`src/rtl/mash_dac_pkg.sv`:
```
// Shared widths, limits and helpers for the MASH 1-1-1 delta-sigma DAC.
package mash_dac_pkg;

   localparam int unsigned IN_W = 16;
   localparam int unsigned Y_W  = 4;
   localparam int unsigned R_W  = 6;
   localparam int          R_MAX = 31;
   localparam int          R_MIN = -32;

   // Combiner output level, -3..+4 in two's complement
   typedef logic signed [Y_W-1:0] level_t;
   // Requantizer error residue
   typedef logic signed [R_W-1:0] resid_t;

   function automatic level_t to_level(input logic b);
      return level_t'({{(Y_W-1){1'b0}}, b});
   endfunction

   function automatic resid_t sat_resid(input logic signed [R_W:0] v);
      int vi;
      vi = int'(v);
      if (vi > R_MAX) return resid_t'(R_MAX);
      if (vi < R_MIN) return resid_t'(R_MIN);
      return v[R_W-1:0];
   endfunction

endpackage

```
`src/rtl/mash_acc_stage.sv`:
```
// One first-order accumulator stage: registered sum, combinational next sum and carry.
module mash_acc_stage
   import mash_dac_pkg::*;
(
   input  logic            clk,
   input  logic            rst,
   input  logic [IN_W-1:0] addend,
   output logic [IN_W-1:0] sum,
   output logic            carry
);

   logic [IN_W-1:0] acc_q;

   assign {carry, sum} = {1'b0, acc_q} + {1'b0, addend};

   always_ff @(posedge clk or posedge rst) begin
      if (rst) acc_q <= '0;
      else     acc_q <= sum;
   end

endmodule

```
`src/rtl/mash_dac.sv`:
```
// Third-order MASH 1-1-1 delta-sigma DAC: three chained accumulators, noise-cancelling
// combiner and a first-order error-feedback 1-bit requantizer.
module mash_dac
   import mash_dac_pkg::*;
(
   input  logic            clk,
   input  logic            rst,
   input  logic [IN_W-1:0] in,
   output logic            out
);

   logic [IN_W-1:0] sum1, sum2, sum3;
   logic            c1, c2, c3;
   logic            c1_q, c2_q, c3_q;
   logic            c2_d1_q, c3_d1_q, c3_d2_q;
   level_t          y_d, y_q;
   resid_t          r_q, r_d;
   logic signed [R_W:0] t;
   logic            out_d, out_q;

   // Each stage integrates the same-cycle sum of the previous one
   mash_acc_stage u_stage1 (.clk(clk), .rst(rst), .addend(in),   .sum(sum1), .carry(c1));
   mash_acc_stage u_stage2 (.clk(clk), .rst(rst), .addend(sum1), .sum(sum2), .carry(c2));
   mash_acc_stage u_stage3 (.clk(clk), .rst(rst), .addend(sum2), .sum(sum3), .carry(c3));

   always_ff @(posedge clk or posedge rst) begin
      if (rst) begin
         c1_q    <= 1'b0;
         c2_q    <= 1'b0;
         c3_q    <= 1'b0;
         c2_d1_q <= 1'b0;
         c3_d1_q <= 1'b0;
         c3_d2_q <= 1'b0;
         y_q     <= '0;
         r_q     <= '0;
         out_q   <= 1'b0;
      end else begin
         c1_q    <= c1;
         c2_q    <= c2;
         c3_q    <= c3;
         c2_d1_q <= c2_q;
         c3_d1_q <= c3_q;
         c3_d2_q <= c3_d1_q;
         y_q     <= y_d;
         r_q     <= r_d;
         out_q   <= out_d;
      end
   end

   always_comb begin
      // y = c1 + (1 - z^-1) c2 + (1 - z^-1)^2 c3
      y_d = to_level(c1_q)
          + to_level(c2_q) - to_level(c2_d1_q)
          + to_level(c3_q) - (to_level(c3_d1_q) <<< 1) + to_level(c3_d2_q);
      t     = {r_q[R_W-1], r_q} + {{(R_W+1-Y_W){y_q[Y_W-1]}}, y_q};
      out_d = !t[R_W] && (t != '0);
      r_d   = sat_resid(t - {{R_W{1'b0}}, out_d});
   end

   assign out = out_q;

   logic unused_sum3;
   assign unused_sum3 = ^sum3;

endmodule

```
`config.mk`:
```
export PLATFORM = sky130hd
export DESIGN_NAME = mash_dac
export DESIGN_NICKNAME = d
export VERILOG_FILES = /design/src/rtl/mash_dac_pkg.sv /design/src/rtl/mash_acc_stage.sv /design/src/rtl/mash_dac.sv
export SDC_FILE = /design/constraint.sdc
export NUM_CORES = 1
export LEC_CHECK = 0
export CORE_ASPECT_RATIO = 0.7
export CORE_MARGIN = 2
export CORE_UTILIZATION = 43
export DETAILED_ROUTE_END_ITERATION = 8
export SYNTH_ARGS = -nofsm -noshare
export SYNTH_HDL_FRONTEND = slang
export SYNTH_SLANG_ARGS = --single-unit
```
`constraint.sdc`:
```
create_clock -name clk -period 6.6 [get_ports clk]
set_input_delay 1.98 -clock clk [delete_from_list [all_inputs] [get_ports clk]]
set_output_delay 1.98 -clock clk [all_outputs]
set_load 0.01 [all_outputs]
```
==> run_results.csv, run 1 <==
group,metric,value,unit
sta,finalSetupViolCount,0,
min_path,hold_class,"flop to flop",
sta,relSlewSlack,0.446,
yosys,yosys.area.top_type,"dfrtp_1",
yosys,syn-num-nets,558,
drt,first_iter_violations,260,
global_route,grt_first_pass_wirelength,17.6,mm
yosys,ys_seq_area_frac,0.351,
critical_path,required,6.82,ns
clock_network,clock_tree.root_cell,"clkbuf_16",
critical_path,reg2reg_slack,1.96,ns
critical_path,cp_slowest_stage_delay,0.54,ns
finish,area_growth,19.0,%
yosys,synth-edff-count,0,
floorplan,boundaryPins,19,
place,dp_hpwl,7.86,mm
critical_path,setup.worst_path.start_class,"primary input",
drt,vias,3603,
yosys,synth_top_family_by_area,"compound AO/OA/AOI/OAI gates",
sta,fin_skew,0.00793,ns
yosys,synth_cells,469,
sta,min_period,6.35,ns
global_route,gr-total-overflow,0,
critical_path,worstSetupPathType,"primary input to flop",
clock_network,clkLatencyLatePin,0.33,ns
finish,drive_gt1_frac,0.113,
yosys,muxShareOfSynthArea,0,
drt,drc_errors,0,
yosys,synth_compound_area_frac,0.220,
yosys,synth_area,4630,um2
drt,drt-pass1-iter-count,4,
outcome,outcome,"finished, final reports clean",
sta,finalHoldViolCount,0,
critical_path,crit_fanout,7,
critical_path,end_kind,"flop",
drt,antenna_left,0,
floorplan,die_y,90.8,um
critical_path,rr_startpoint,"u_stage1.acc_q[1]",
global_route,grt_max_degree,66,
critical_path,endpoint,"u_stage3.acc_q[15]",
yosys,ys.flop_type,"dfrtp_1",
yosys,async_flop_share,1.00,
place,port_buffers,18,
sta,fmax,157,MHz
global_route,grt_use_total,0.193,
drt,wl_per_cell,15.5,um
finish,final_common_cell,"dfrtp_1",
finish,fin_nets,605,
yosys,ys_ff_latch,65,
critical_path,rr_worst_depth,16,
yosys,synth-simple-area-share,0.129,
run,drv_cap,0,
yosys,yosys.area.top_type_share,0.351,
critical_path,r2r_end,"u_stage3.acc_q[15]",
finish,stdcell_area,5510,um2
clock_network,cts.path.max_buffers,2,
yosys,synthTopCellsByArea,"dfrtp_1 (35%), ha_1 (18%), xnor2_1 (5.1%)",
floorplan,core,10400,um2
floorplan,start_util,0.445,
clock_network,path_clk_slew,0.05,ns
drt,routed_wl,10.1,mm
clock_network,postCtsSetupRepairBufs,0,
yosys,synth_cell_types,61,
sta,worst_slew_pin_slew,0.832,ns
yosys,syn_area_per_cell,9.87,um2
floorplan,rows,31,
global_route,antenna_found_initial,0,
critical_path,crit_path_start,"in[1]",
drt,vias_per_cell,5.52,
floorplan,die_x,128,um
finish,final_cell_mix,"dfrtp_1 (65), ha_1 (64), a21oi_1 (34)",
sta,slew_violations,0,
critical_path,crit_slowest_cell,"or4_1",
place,dpl_cell_area,5120,um2
yosys,synthAdderAreaFrac,0.204,
clock_network,htree_levels,3,
critical_path,path_cells,"clkdlybuf4s50_1, ha_1, a211oi_1, o21ai_0, a21oi_1, a311oi_1, a2111oi_1, nor3_2, ha_1, and3_1, nor2b_1, a221oi_1, buf_4, ha_1, or4_1, o311a_1, o311ai_1",
clock_network,numCtsBuffers,9,
floorplan,die-area,11600,um2
global_route,grt_pass1_vias,3617,
finish,antennaDiodeCount,0,
clock_network,cts_sinks,65,
sta,period_share,0.962,
critical_path,crit_path_frequent_cell,"ha_1",
yosys,ys_warn_count,0,
place,finalWeightedCongestion,0.915,
min_path,holdPathStages,0,
critical_path,arrival,6.57,ns
yosys,synth_xor_area_frac,0.0700,
clock_network,hold_buffers,0,
clock_network,cts_tree,"done",
stage by stage:
stage / TNS, ns / util / setup slack, ns / hold WS (ns) / std cells
after floorplan: 0 / - / 0.518 / 0.354 / 469
after global placement: 0 / 0.493 / 0.0664 / 0.358 / 637
after detailed placement: -0.101 / 0.493 / -0.0575 / 0.368 / 637
after CTS: 0 / 0.526 / 0.250 / 0.380 / 653
after global routing: -0.0118 / 0.530 / -0.0118 / 0.402 / 653
final: 0 / 0.530 / 0.250 / 0.376 / 653
layout make-up:
class,count,area (um2)
fill,933,4880
multi-input combinational,372,2930
sequential,65,1630
timing repair buffer,39,338
clock buffer,10,229
tap,132,165
clock inverter,6,115
inverter,29,109
metal layers:
metal,part of all wire,GRT usage
met5,0,0
met4,0.0064,0.0549
met3,0.044,0.0409
met2,0.40,0.271
met1,0.55,0.294
critical path, delay by kind of cell:
kind,cells,cell delay [ns]
adders and majority gates,3,0.95
AOI/OAI and AO/OA,8,2.01
and+or+nand+nor,4,1.01
buffers and inverters,2,0.62
kinds of logic after synthesis:
family	Yosys count
AOI/OAI and AO/OA	147
xor gates and xnor gates	37
adders and majority gates	72
buffers and inverters	32
DFF	65
and+or+nand+nor	116
flip-flops by register name (all words and copies together) (netlist names):
name and count:
u_stage1.acc_q 16, u_stage2.acc_q 16, u_stage3.acc_q 16, r_q 6, y_q 4, c1_q 1
c2_d1_q 1, c2_q 1, c3_d1_q 1, c3_d2_q 1, c3_q 1, out 1
timing repair:
item | CTS | global route
endpoints found under the hold margin | 0 | 0
resized for setup | 0 | 10
endpoints found under the setup margin | 0 | 4
synthesized netlist by cell type, types with 4 or more instances:
cell type / instances
dfrtp_1: 65
ha_1: 65
a21oi_1: 35
nor2_1: 31
inv_1: 29
xnor2_1: 27
o21ai_0: 25
nand2_1: 24
a21o_1: 14
nor3_1: 10
xor2_1: 10
a31oi_1: 9
nand3_1: 8
a211oi_1: 7
nor2b_1: 7
fa_1: 6
o21bai_1: 6
and2_1: 5
nand2b_1: 5
o211ai_1: 5
o21a_1: 5
a221oi_1: 4
nand4_1: 4
nor4_1: 4
o311a_1: 4
how the worst min path moves through the flow:
stage | start | endpoint | slack (ns)
2_1_floorplan | c2_q | c2_d1_q | 0.35
3_5_place_dp | c3_d1_q | c3_d2_q | 0.37
5_1_grt | c3_d1_q | c3_d2_q | 0.40
3_3_place_gp | c3_d1_q | c3_d2_q | 0.36
6_report | c3_d1_q | c3_d2_q | 0.38
4_1_cts | c3_d1_q | c3_d2_q | 0.38
Power of run 1 is not shown: default switching activity piles up to over one toggle a cycle in this logic, so the estimate is an artifact.
==> inputs of run 2 (changes only) <==
--- a/config.mk
+++ b/config.mk
@@ -12,3 +12,4 @@
 export SYNTH_ARGS = -nofsm -noshare
 export SYNTH_HDL_FRONTEND = slang
 export SYNTH_SLANG_ARGS = --single-unit
+export TNS_END_PERCENT = 5
==> results of run 2 <==
The final DEF is identical to that of run 1; final timing and power are the same.
Power of run 2 is left out for the same reason.
==> RTL edit 1 (config.mk and constraints of run 1) <==
Change the package constant `R_W` from 6 to 3.
--- a/src/rtl/mash_dac_pkg.sv
+++ b/src/rtl/mash_dac_pkg.sv
@@ -5,3 +5,3 @@
    localparam int unsigned Y_W  = 4;
-   localparam int unsigned R_W  = 6;
+   localparam int unsigned R_W  = 3;
    localparam int          R_MAX = 31;
Formal check against the unedited RTL: same outputs for any inputs over 4 cycles, from zero or initial values and one cycle with rst high; that may be too few to reach the edited logic, so the function may still have changed.
==> RTL edit 1 against run 1 <==
Sequential cell count fell by 3; design area is 14% lower; clock skew fell by 1.5 ps; synthesized area down 12%; setup slack gained 170 ps; wire length decreased by 22%; worst hold slack worse by 2.1 ps; count of clock-buffer cells in the layout up 2; register-to-register slack improved by 170 ps; non-clock buffer count shrank 17.
Power is not shown: default switching activity piles up to over one toggle a cycle in this logic, so the estimate is an artifact.
==> RTL edit 1: results (changes against run 1) <==
Status: completed (unchanged)
Number of global-route vias before repair: 2845 (was 3617)
Routed length on met1: 4.25 mm (was 5.53 mm)
Post-synth top area share: 0.381 (was 0.351)
Post-Syn Nets: 480 (was 558)
Cell count after synthesis: 396 (was 469)
Grt total ovfl: 0 (unchanged)
Routed length on met2: 3.14 mm (was 4.09 mm)
GRT Total Usage: 0.167 (was 0.193)
Final RePlAce weighted congestion: 0.836 (was 0.915)
Met3 wire length: 331 µm (was 447 µm)
Largest net degree at the start of global routing: 63 (was 66)
Fillers: 824 (was 933)
CP Data Arrival Time: 6430 ps (was 6570 ps)
Final-stage net count: 510 (was 605)
Fin Clk Skew: 6.42 ps (was 7.93 ps)
Wire per inst: 14.2 µm (was 15.5 µm)
Async SR Flop Fraction: 1.00 (unchanged)
Hold Startpoint: c3_d1_q (unchanged)
Worst-Skew Late Latency: 330 ps (about the same)
CP max stage delay: 400 ps (was 540 ps)
Yosys warns: 0 (unchanged)
R2R depth: 19 (was 16)
Via Count: 2869 (was 3603)
Postcts setup bufs: 0 (unchanged)
Part of the Yosys area used for sequential elements: 0.381 (was 0.351)
Hold Path Cell Cnt: 0 (unchanged)
Worst reg2reg startpoint: u_stage1.acc_q[0] (was u_stage1.acc_q[1])
Largest cells by area after synthesis: dfrtp_1 (38%), ha_1 (18%), xnor2_1 (5.6%) (was dfrtp_1 (35%), ha_1 (18%), xnor2_1 (5.1%))
Post-Layout Cell Count: 555 (was 653)
Placed insts: 539 (was 637)
Hpwl dp: 5.83 mm (was 7.86 mm)
Slew of the pin with the lowest slew margin: 788 ps (was 832 ps)
GRT met2 Usage: 0.237 (was 0.271)
R2R setup slack: 2130 ps (was 1960 ps)
Count of cell types in the netlist: 49 (was 61)
Met3 GRT Util: 0.0497 (was 0.0409)
Layout cells sized above 1: 0.0766 (was 0.113)
DR iter-0 viols: 139 (was 260)
CP max-delay cell: clkdlybuf4s50_1 (was or4_1)
Synth cell count leaders: dfrtp_1 (62), ha_1 (60), a21oi_1 (39) (was dfrtp_1 (65), ha_1 (65), a21oi_1 (35))
First-pass GRT wire length: 13.3 mm (was 17.6 mm)
Grt met1 use: 0.236 (was 0.294)
-- RTL edit 1: cell types whose count changed in the layout (fill, tap and decap cells not counted), sizes merged, moves of 4 or more --
cell / delta
o21ai: -5
nor3: -6
a21oi: +5
xor2: +5
a211o: +4
ha: -5
o311a: -4
buf: -17
a221oi: -5
nor2: -11
and2: -5
a31oi: -5
-- RTL edit 1: cell families after synthesis --
kind of cell,count (synthesis),share of synthesized area
DFF,62,0.381
and+or+nand+nor,77,0.0894
buffers and inverters,30,0.0301
AOI/OAI and AO/OA,120,0.197
adders and majority gates,66,0.214
xor gates and xnor gates,41,0.0882
-- RTL edit 1: area by class of cell --
class | instances | area, µm² | share of cell area
inverter | 27 | 101 | 0.0213
sequential | 62 | 1550 | 0.326
clock inverter | 4 | 70.1 | 0.0147
multi-input combinational | 304 | 2430 | 0.510
tap | 124 | 155 | 0.0326
clock buffer | 12 | 246 | 0.0518
timing repair buffer | 22 | 210 | 0.0441
-- RTL edit 1: worst max-delay path by stage --
stage	start	end	slack, ps	depth (start not counted)
5_1_grt	in[0]	c3_q	-10	21
2_1_floorplan	in[0]	c3_q	810	21
6_report	in[0]	u_stage3.acc_q[15]	420	20
3_3_place_gp	in[1]	u_stage3.acc_q[15]	50	22
3_5_place_dp	in[1]	u_stage3.acc_q[15]	-8	22
4_1_cts	in[1]	u_stage3.acc_q[15]	290	22
-- RTL edit 1: per-stage QoR --
stage          utilization  cell area [µm²]  setup slack, ps  hold WS (ps)
3_3_place_gp         0.483             4420             54.3           362
3_5_place_dp         0.483             4420            -7.62           364
2_1_floorplan            -             4070              810           354
6_report             0.521             4760              415           374
5_1_grt              0.521             4760            -10.6           386
4_1_cts              0.518             4730              288           375
==> RTL edit 2 (settings of run 1) <==
Made on the original files. Make the reset (`rst`) synchronous in 2 clocked blocks.
--- a/src/rtl/mash_acc_stage.sv
+++ b/src/rtl/mash_acc_stage.sv
@@ -15,3 +15,3 @@
 
-   always_ff @(posedge clk or posedge rst) begin
+   always_ff @(posedge clk) begin
       if (rst) acc_q <= '0;
--- a/src/rtl/mash_dac.sv
+++ b/src/rtl/mash_dac.sv
@@ -25,3 +25,3 @@
 
-   always_ff @(posedge clk or posedge rst) begin
+   always_ff @(posedge clk) begin
       if (rst) begin
Function: differs if rst is asserted again (counterexample within 10 cycles, from zero or initial values and one cycle with rst high); with rst held inactive, the same outputs for 10 cycles.
==> RTL edit 2 against run 1 <==
Clock skew down 2.3 ps; synthesized area shrank 5.4%; critical path depth increased by 6; setup slack better by 50 ps; non-clock buffer count grew 4; wire length shrank 12%; design area fell by 5.7%; sequential cell count unchanged; register-to-register slack better by 130 ps.
Power is left out: the tool's default activity adds up to more than one toggle a clock period on the data nets, which glitch-free logic cannot reach.
==> RTL edit 2: results (changes against run 1) <==
GRT Total Usage: 0.176 (was 0.193)
Hold Path Sink: c2_d1_q (was c3_d2_q)
Wire per inst: 13.4 µm (was 15.5 µm)
Worst reg2reg startpoint: u_stage1.acc_q[0] (was u_stage1.acc_q[1])
Post-Layout Cell Count: 664 (was 653)
Met3 GRT Util: 0.0399 (was 0.0409)
Layout cells sized above 1: 0.116 (was 0.113)
Crit path max fanout: 4 (was 7)
Post-Syn Nets: 573 (was 558)
Placed insts: 648 (was 637)
Post-DP Area: 4870 µm² (was 5120 µm²)
Largest net degree at the start of global routing: 35 (was 66)
R2R depth: 22 (was 16)
CP Data Arrival Time: 6520 ps (was 6570 ps)
Status: completed (unchanged)
Hpwl dp: 6.85 mm (was 7.86 mm)
Final RePlAce weighted congestion: 0.759 (was 0.915)
Hold Path Cell Cnt: 2 (was 0)
Adder-Cell Fraction of Synth Area: 0.213 (was 0.204)
Count of cell types in the netlist: 62 (was 61)
Routed length on met2: 3.83 mm (was 4.09 mm)
Hold Startpoint: c2_q (was c3_d1_q)
DR iter-0 viols: 112 (was 260)
Grt met1 use: 0.242 (was 0.294)
Mux contribution to synthesized area: 0.00229 (was 0)
Top_reg_cell synth: dfxtp_1 (was dfrtp_1)
Met3 wire length: 271 µm (was 447 µm)
Avg Inst Size Synth: 9.05 µm² (was 9.87 µm²)
Critical path endpoint: c3_q (was u_stage3.acc_q[15])
Fin Clk Skew: 5.68 ps (was 7.93 ps)
Async SR Flop Fraction: 0 (was 1.00)
Maximum clock rate: 159 MHz (was 157 MHz)
GRT met2 Usage: 0.274 (was 0.271)
Worst hold slack: 445 ps (was 376 ps)
Fillers: 897 (was 933)
Area share of xor/xnor cells in the synthesized design: 0.0817 (was 0.0700)
Final-stage net count: 620 (was 605)
Largest cells by area after synthesis: dfxtp_1 (30%), ha_1 (19%), and2_1 (4.4%) (was dfrtp_1 (35%), ha_1 (18%), xnor2_1 (5.1%))
RTL edit 2: kinds of logic after synthesis:
family          Yosys count
compound gates          124
xor+xnor                 40
fa+ha+maj                71
buf+inv                  35
flops                    65
mux                       1
simple gates            148
RTL edit 2: layout make-up:
cell class / instances / area [µm²] / share of cell area
multi-input cells: 384 / 2940 / 0.566
flip-flops and latches: 65 / 1300 / 0.250
repair buffers: 43 / 368 / 0.0708
clock buffers: 9 / 225 / 0.0433
well taps: 128 / 160 / 0.0308
inverters: 28 / 105 / 0.0202
clock inverters: 7 / 95.1 / 0.0183
RTL edit 2: worst max-delay path, cell delays in order:
cell,delay (ps)
clkdlybuf4s50_1,460
ha_1,160
inv_1,60
fa_2,350
nor2b_1,120
o21ai_1,80
a21oi_1,150
buf_4,150
o211ai_1,110
a21boi_1,190
o21ai_1,110
o31a_1,140
ha_1,290
and2_1,180
a221o_1,340
o21ai_1,110
or3b_1,330
and3_1,190
ha_1,320
a21boi_1,160
o21ai_1,190
a21boi_1,110
o31a_1,240
